$ cat config.mk
export PLATFORM = sky130hd
export DESIGN_NAME = fifo_byte_packer
export DESIGN_NICKNAME = d
export VERILOG_FILES = /design/src/rtl/fifo_byte_packer.sv
export SDC_FILE = /design/constraint.sdc
export NUM_CORES = 1
export LEC_CHECK = 0
export ABC_AREA = 1
export CAP_MARGIN = 10
export CORE_UTILIZATION = 57
export DETAILED_ROUTE_END_ITERATION = 12
export PLACE_DENSITY = 0.91
export SYNTH_ARGS = -nofsm -noshare
export SYNTH_HDL_FRONTEND = slang
export SYNTH_SLANG_ARGS = --single-unit
$ cat constraint.sdc
create_clock -name clk -period 4.51 [get_ports clk]
set_input_delay 0.6765 -clock clk [delete_from_list [all_inputs] [get_ports clk]]
set_output_delay 0.6765 -clock clk [all_outputs]
set_load 0.005 [all_outputs]
$ cat src/rtl/fifo_byte_packer.sv
// Read-side consumer of a dual-clock FIFO: pops bytes with the FIFO's registered-read
// protocol, packs bytes_per_word bytes (first byte in LSBs) into one word and presents it
// on a valid/ready stream. A flush pulse emits whatever partial word is assembled.
module fifo_byte_packer #(
   parameter int unsigned data_width     = 8,
   parameter int unsigned bytes_per_word = 4,
   parameter int unsigned count_width    = 3
) (
   input  logic                                   clk,
   input  logic                                   rst,
   input  logic                                   fifo_empty,
   output logic                                   fifo_rd_en,
   input  logic [data_width-1:0]                  fifo_dout,
   input  logic                                   flush,
   output logic                                   out_valid,
   input  logic                                   out_ready,
   output logic [data_width*bytes_per_word-1:0]   out_data,
   output logic [count_width-1:0]                 out_bytes
);

   localparam int unsigned WordWidth = data_width * bytes_per_word;
   localparam logic [count_width-1:0] CntFull = count_width'(bytes_per_word);

   typedef enum logic {StFill, StFlush} state_e;

   state_e                 state_q, state_d;
   logic [WordWidth-1:0]   asm_q, asm_d;
   logic [count_width-1:0] cnt_q, cnt_d;
   logic                   pending_q, pending_d;
   logic [WordWidth-1:0]   out_data_q, out_data_d;
   logic [count_width-1:0] out_bytes_q, out_bytes_d;
   logic                   out_valid_q, out_valid_d;

   logic                   cnt_full;
   logic                   flush_ready;
   logic                   out_free;
   logic                   xfer;
   logic [count_width:0]   cnt_sum;
   logic [WordWidth-1:0]   word_masked;

   // Transfer decision and FIFO read request.
   always_comb begin
      cnt_full    = (cnt_q == CntFull);
      flush_ready = (state_q == StFlush) && !pending_q && (cnt_q != '0);
      out_free    = !out_valid_q || out_ready;
      xfer        = (cnt_full || flush_ready) && out_free;
      // Bytes held plus the one in flight must leave room for another read.
      cnt_sum     = {1'b0, cnt_q} + {{count_width{1'b0}}, pending_q};
      fifo_rd_en  = !rst && !fifo_empty && (state_q == StFill) &&
                    ((cnt_sum < {1'b0, CntFull}) || (cnt_full && xfer));
   end

   // Assembly register with slots beyond cnt zeroed, as presented on a transfer.
   always_comb begin
      word_masked = '0;
      for (int unsigned k = 0; k < bytes_per_word; k++) begin
         if (count_width'(k) < cnt_q) begin
            word_masked[k*data_width +: data_width] = asm_q[k*data_width +: data_width];
         end
      end
   end

   // Next-state: byte landing, output register, flush state machine.
   always_comb begin
      state_d     = state_q;
      asm_d       = asm_q;
      cnt_d       = cnt_q;
      pending_d   = fifo_rd_en;
      out_data_d  = out_data_q;
      out_bytes_d = out_bytes_q;
      out_valid_d = out_valid_q;

      if (xfer) begin
         out_data_d  = word_masked;
         out_bytes_d = cnt_q;
         out_valid_d = 1'b1;
         cnt_d       = '0;
      end else if (out_valid_q && out_ready) begin
         out_valid_d = 1'b0;
      end

      // A byte landing during a transfer starts the next word in slot 0.
      if (pending_q) begin
         for (int unsigned k = 0; k < bytes_per_word; k++) begin
            if (xfer ? (k == 0) : (cnt_q == count_width'(k))) begin
               asm_d[k*data_width +: data_width] = fifo_dout;
            end
         end
         cnt_d = xfer ? count_width'(1) : cnt_q + count_width'(1);
      end

      unique case (state_q)
         StFill: begin
            if (flush) state_d = StFlush;
         end
         StFlush: begin
            if (!pending_q && (cnt_q == '0)) state_d = StFill;
            else if (xfer)                   state_d = StFill;
         end
         default: state_d = StFill;
      endcase
   end

   // State and output registers.
   always_ff @(posedge clk or posedge rst) begin
      if (rst) begin
         state_q     <= StFill;
         asm_q       <= '0;
         cnt_q       <= '0;
         pending_q   <= 1'b0;
         out_data_q  <= '0;
         out_bytes_q <= '0;
         out_valid_q <= 1'b0;
      end else begin
         state_q     <= state_d;
         asm_q       <= asm_d;
         cnt_q       <= cnt_d;
         pending_q   <= pending_d;
         out_data_q  <= out_data_d;
         out_bytes_q <= out_bytes_d;
         out_valid_q <= out_valid_d;
      end
   end

   assign out_valid = out_valid_q;
   assign out_data  = out_data_q;
   assign out_bytes = out_bytes_q;

endmodule

==> reports/metrics.yaml <==
route:
  routedWlPerCell_microns: 13.98
  vias: 2350
  ant_nets: 0
  drc: 0
  vias_per_cell: 5.293
  wirelength_microns: 6207
  drt_iter0_drc: 265
  dr.pass1.iters: 4
critical_path:
  worstSetupPathType: "reg2out"
  critPathCaptureType: "output port"
  crit_arrival_ps: 2430
  crit_path_top_delay_cell: "dfrtp_1"
  crit_fanout: 25
  crit_chain: "inv_2, nor2_2, nand3_2, nand3_1, nor2_1, clkdlybuf4s50_1"
  crit_required_ps: 3830
  slowest_delay_ps: 850
  cp-start-kind: "register"
placed_design:
  io_buffers: 49
  placed_area_sq_um: 3568
  gp_congestion: 0.8199
  dp_hpwl_microns: 4210
cts:
  root_buffer: "clkbuf_8"
  clockBufferDepth: 2
  numCtsBuffers: 9
  cts_setup_buffers: 0
  holdBufCountCts: 0
  htreeDepth: 3
  cts.sinks: 73
  clock_latency_ps: 340
  clk_pin_slew_ps: 70
  ctsResizeCount: 0
  cts_tree: "built"
layout:
  drive_above_1_share_pct: 13.90
  nets: 385
  final_core_util_pct: 73.15
  antennaDiodeCount: 0
  design_area_sq_um: 3784
  nFillCells: 353
  syn_to_final_growth_pct: 22.23
synthesis:
  ys_types: 23
  synth_top_family_by_area: "simple AND/OR/NAND/NOR gates"
  synth_fa_ha_area_share_pct: 1.213
  synth_top_area_share_pct: 59.01
  synth.area.top_cells: "dfrtp_1 59%, nand2_1 15%, o21ai_2 5.7%"
  avgSynthCellArea_sq_um: 9.583
  synth-compound-area-share_pct: 11.68
  synth_top_area_cell: "dfrtp_1"
  ys_seq_area_share_pct: 59.01
  synth_xor_area_share_pct: 0
  ys_warn_count: 0
  muxShareOfSynthArea_pct: 0
  synth_cells: 323
  synth_area_sq_um: 3095
  synth-simple-area-share_pct: 22.15
  synth_seq_cells: 73
  syn-num-nets: 339
die:
  start_util_pct: 59.85
  ios: 50
  core-area_sq_um: 5172
  die-width_microns: 75.69
  row_count: 26
  fp.dieH_microns: 75.69
  fp.dieArea_sq_um: 5729
timing:
  fin_crit_sh_pct: 68.98
  fmax_ghz: 0.3214
  period_needed_ps: 3111
  finClkSkew_ps: 5.538
  worst_pin_slew_ps: 1002
  slew_headroom_pct: 33.21
  rsz0062_at_grt: "no"
  hold_viol: 0
  finalSetupTns_ps: 0
  report.final.slew_viol_count: 0
  setup_viol: 0
power_and_ir_drop:
  ir_drop_mv: 0.6079
  power_density_nw_per_um2: 649.3
  leakagePower_nw: 1.760
global_route:
  grt_max_degree: 85
  antenna_found_initial: 0
  grt_pass1_vias: 2112
  grt_pass1_wl_microns: 10050
  grt_util_all_layers_pct: 24.67
  overflow: 0
hold_path:
  hold_class: "reg2reg"
status:
  status: "finished clean"
run:
  cap_violations: 0
synthesized netlist by cell type:
cell,number
nand2_1,125
dfrtp_1,73
o21ai_1,23
o21ai_2,20
inv_1,12
nand3_1,12
o21ai_0,10
nand4_1,8
buf_6,7
buf_2,6
inv_2,5
nor2_1,4
a21oi_1,3
ha_1,3
nand3_2,3
nand2_2,2
buf_1,1
buf_4,1
nand2_4,1
nand2_8,1
nor2_2,1
nor2_4,1
o22ai_1,1
cell families (layout without fill, tap and decap cells):
group	count (synthesis)	after routing
AOI/OAI and AO/OA	57	57
buffers and inverters	32	83
adders and majority gates	3	3
DFF	73	73
and+or+nand+nor	158	158
layout make-up:
type	count	area, sq um	share of cell area, %
multi-input cells	218	1092	28.87
repair buffers	50	498.0	13.16
clock buffers	12	165.2	4.365
inverters	17	63.81	1.687
flip-flops and latches	73	1827	48.28
well taps	70	87.58	2.315
clock inverters	4	50.05	1.323
report_power, final:
group	switching, W	internal [W]	leakage, nW	total (W)
sequential	0.000161	0.000903	0.925	0.00106
clock	0.000230	0.000300	0.105	0.000529
combinational	0.000487	0.000377	0.730	0.000864
cell usage in the layout, fill, tap and decap left out, types with 2 or more instances in the layout:
cell             instances
o21ai_1                 23
clkdlybuf4s50_1         49
clkinvlp_4               2
clkbuf_8                12
nand3_1                 12
a21oi_1                  3
inv_1                   11
inv_2                    6
nand2_2                  2
dfrtp_1                 73
nand3_2                  2
o21ai_2                 20
nand4_1                  8
ha_1                     3
nand2_1                125
nor2_1                   4
o21ai_0                 10
registers in the layout (all words and copies together), names as in the netlist:
name       flops
out_data      32
pending_q      1
out_valid      1
asm_q         32
out_bytes      3
cnt_q          3
state_q        1
per-layer routing:
metal | GRT usage [%] | share of wire [%]
met1 | 32.44 | 42
met2 | 39.78 | 51
met3 | 6.217 | 5.1
met4 | 9.671 | 1.8
met5 | 0 | 0
worst max-delay path: cells and delay by family, from the launching register on:
family                 cells  cell delay, ps
DFF                        1             850
and+or+nand+nor            4             670
buffers and inverters      2             560
through the flow:
| stage | worst slack (ps) | power [W] | hold WS (ps) | instances |
|---|---|---|---|---|
| global placement | 1784 | 0.001886 | 457.5 | 428 |
| floorplan | 1276 | 0.001647 | 442.2 | 323 |
| finish | 1399 | 0.002457 | 474.8 | 444 |
| global route | 1151 | 0.002634 | 494.0 | 444 |
| detailed placement | 1747 | 0.001934 | 459.6 | 428 |
| CTS | 1396 | 0.002471 | 477.8 | 444 |
final timing paths:
check / slack (ps) / endpoint / startpoint / depth (start not counted)
worst max-delay path: 1400 / fifo_rd_en / pending_q / 6
worst max register to register: 1900 / asm_q[13] / pending_q / 7
min in group asynchronous: 1010 / out_data[16] / rst / 3
max in group asynchronous: 2940 / out_data[29] / rst / 3
worst min-delay path: 470 / asm_q[9] / asm_q[9] / 2
worst min register to register: 470 / asm_q[9] / asm_q[9] / 2
Power figures use the tool's default switching activity.
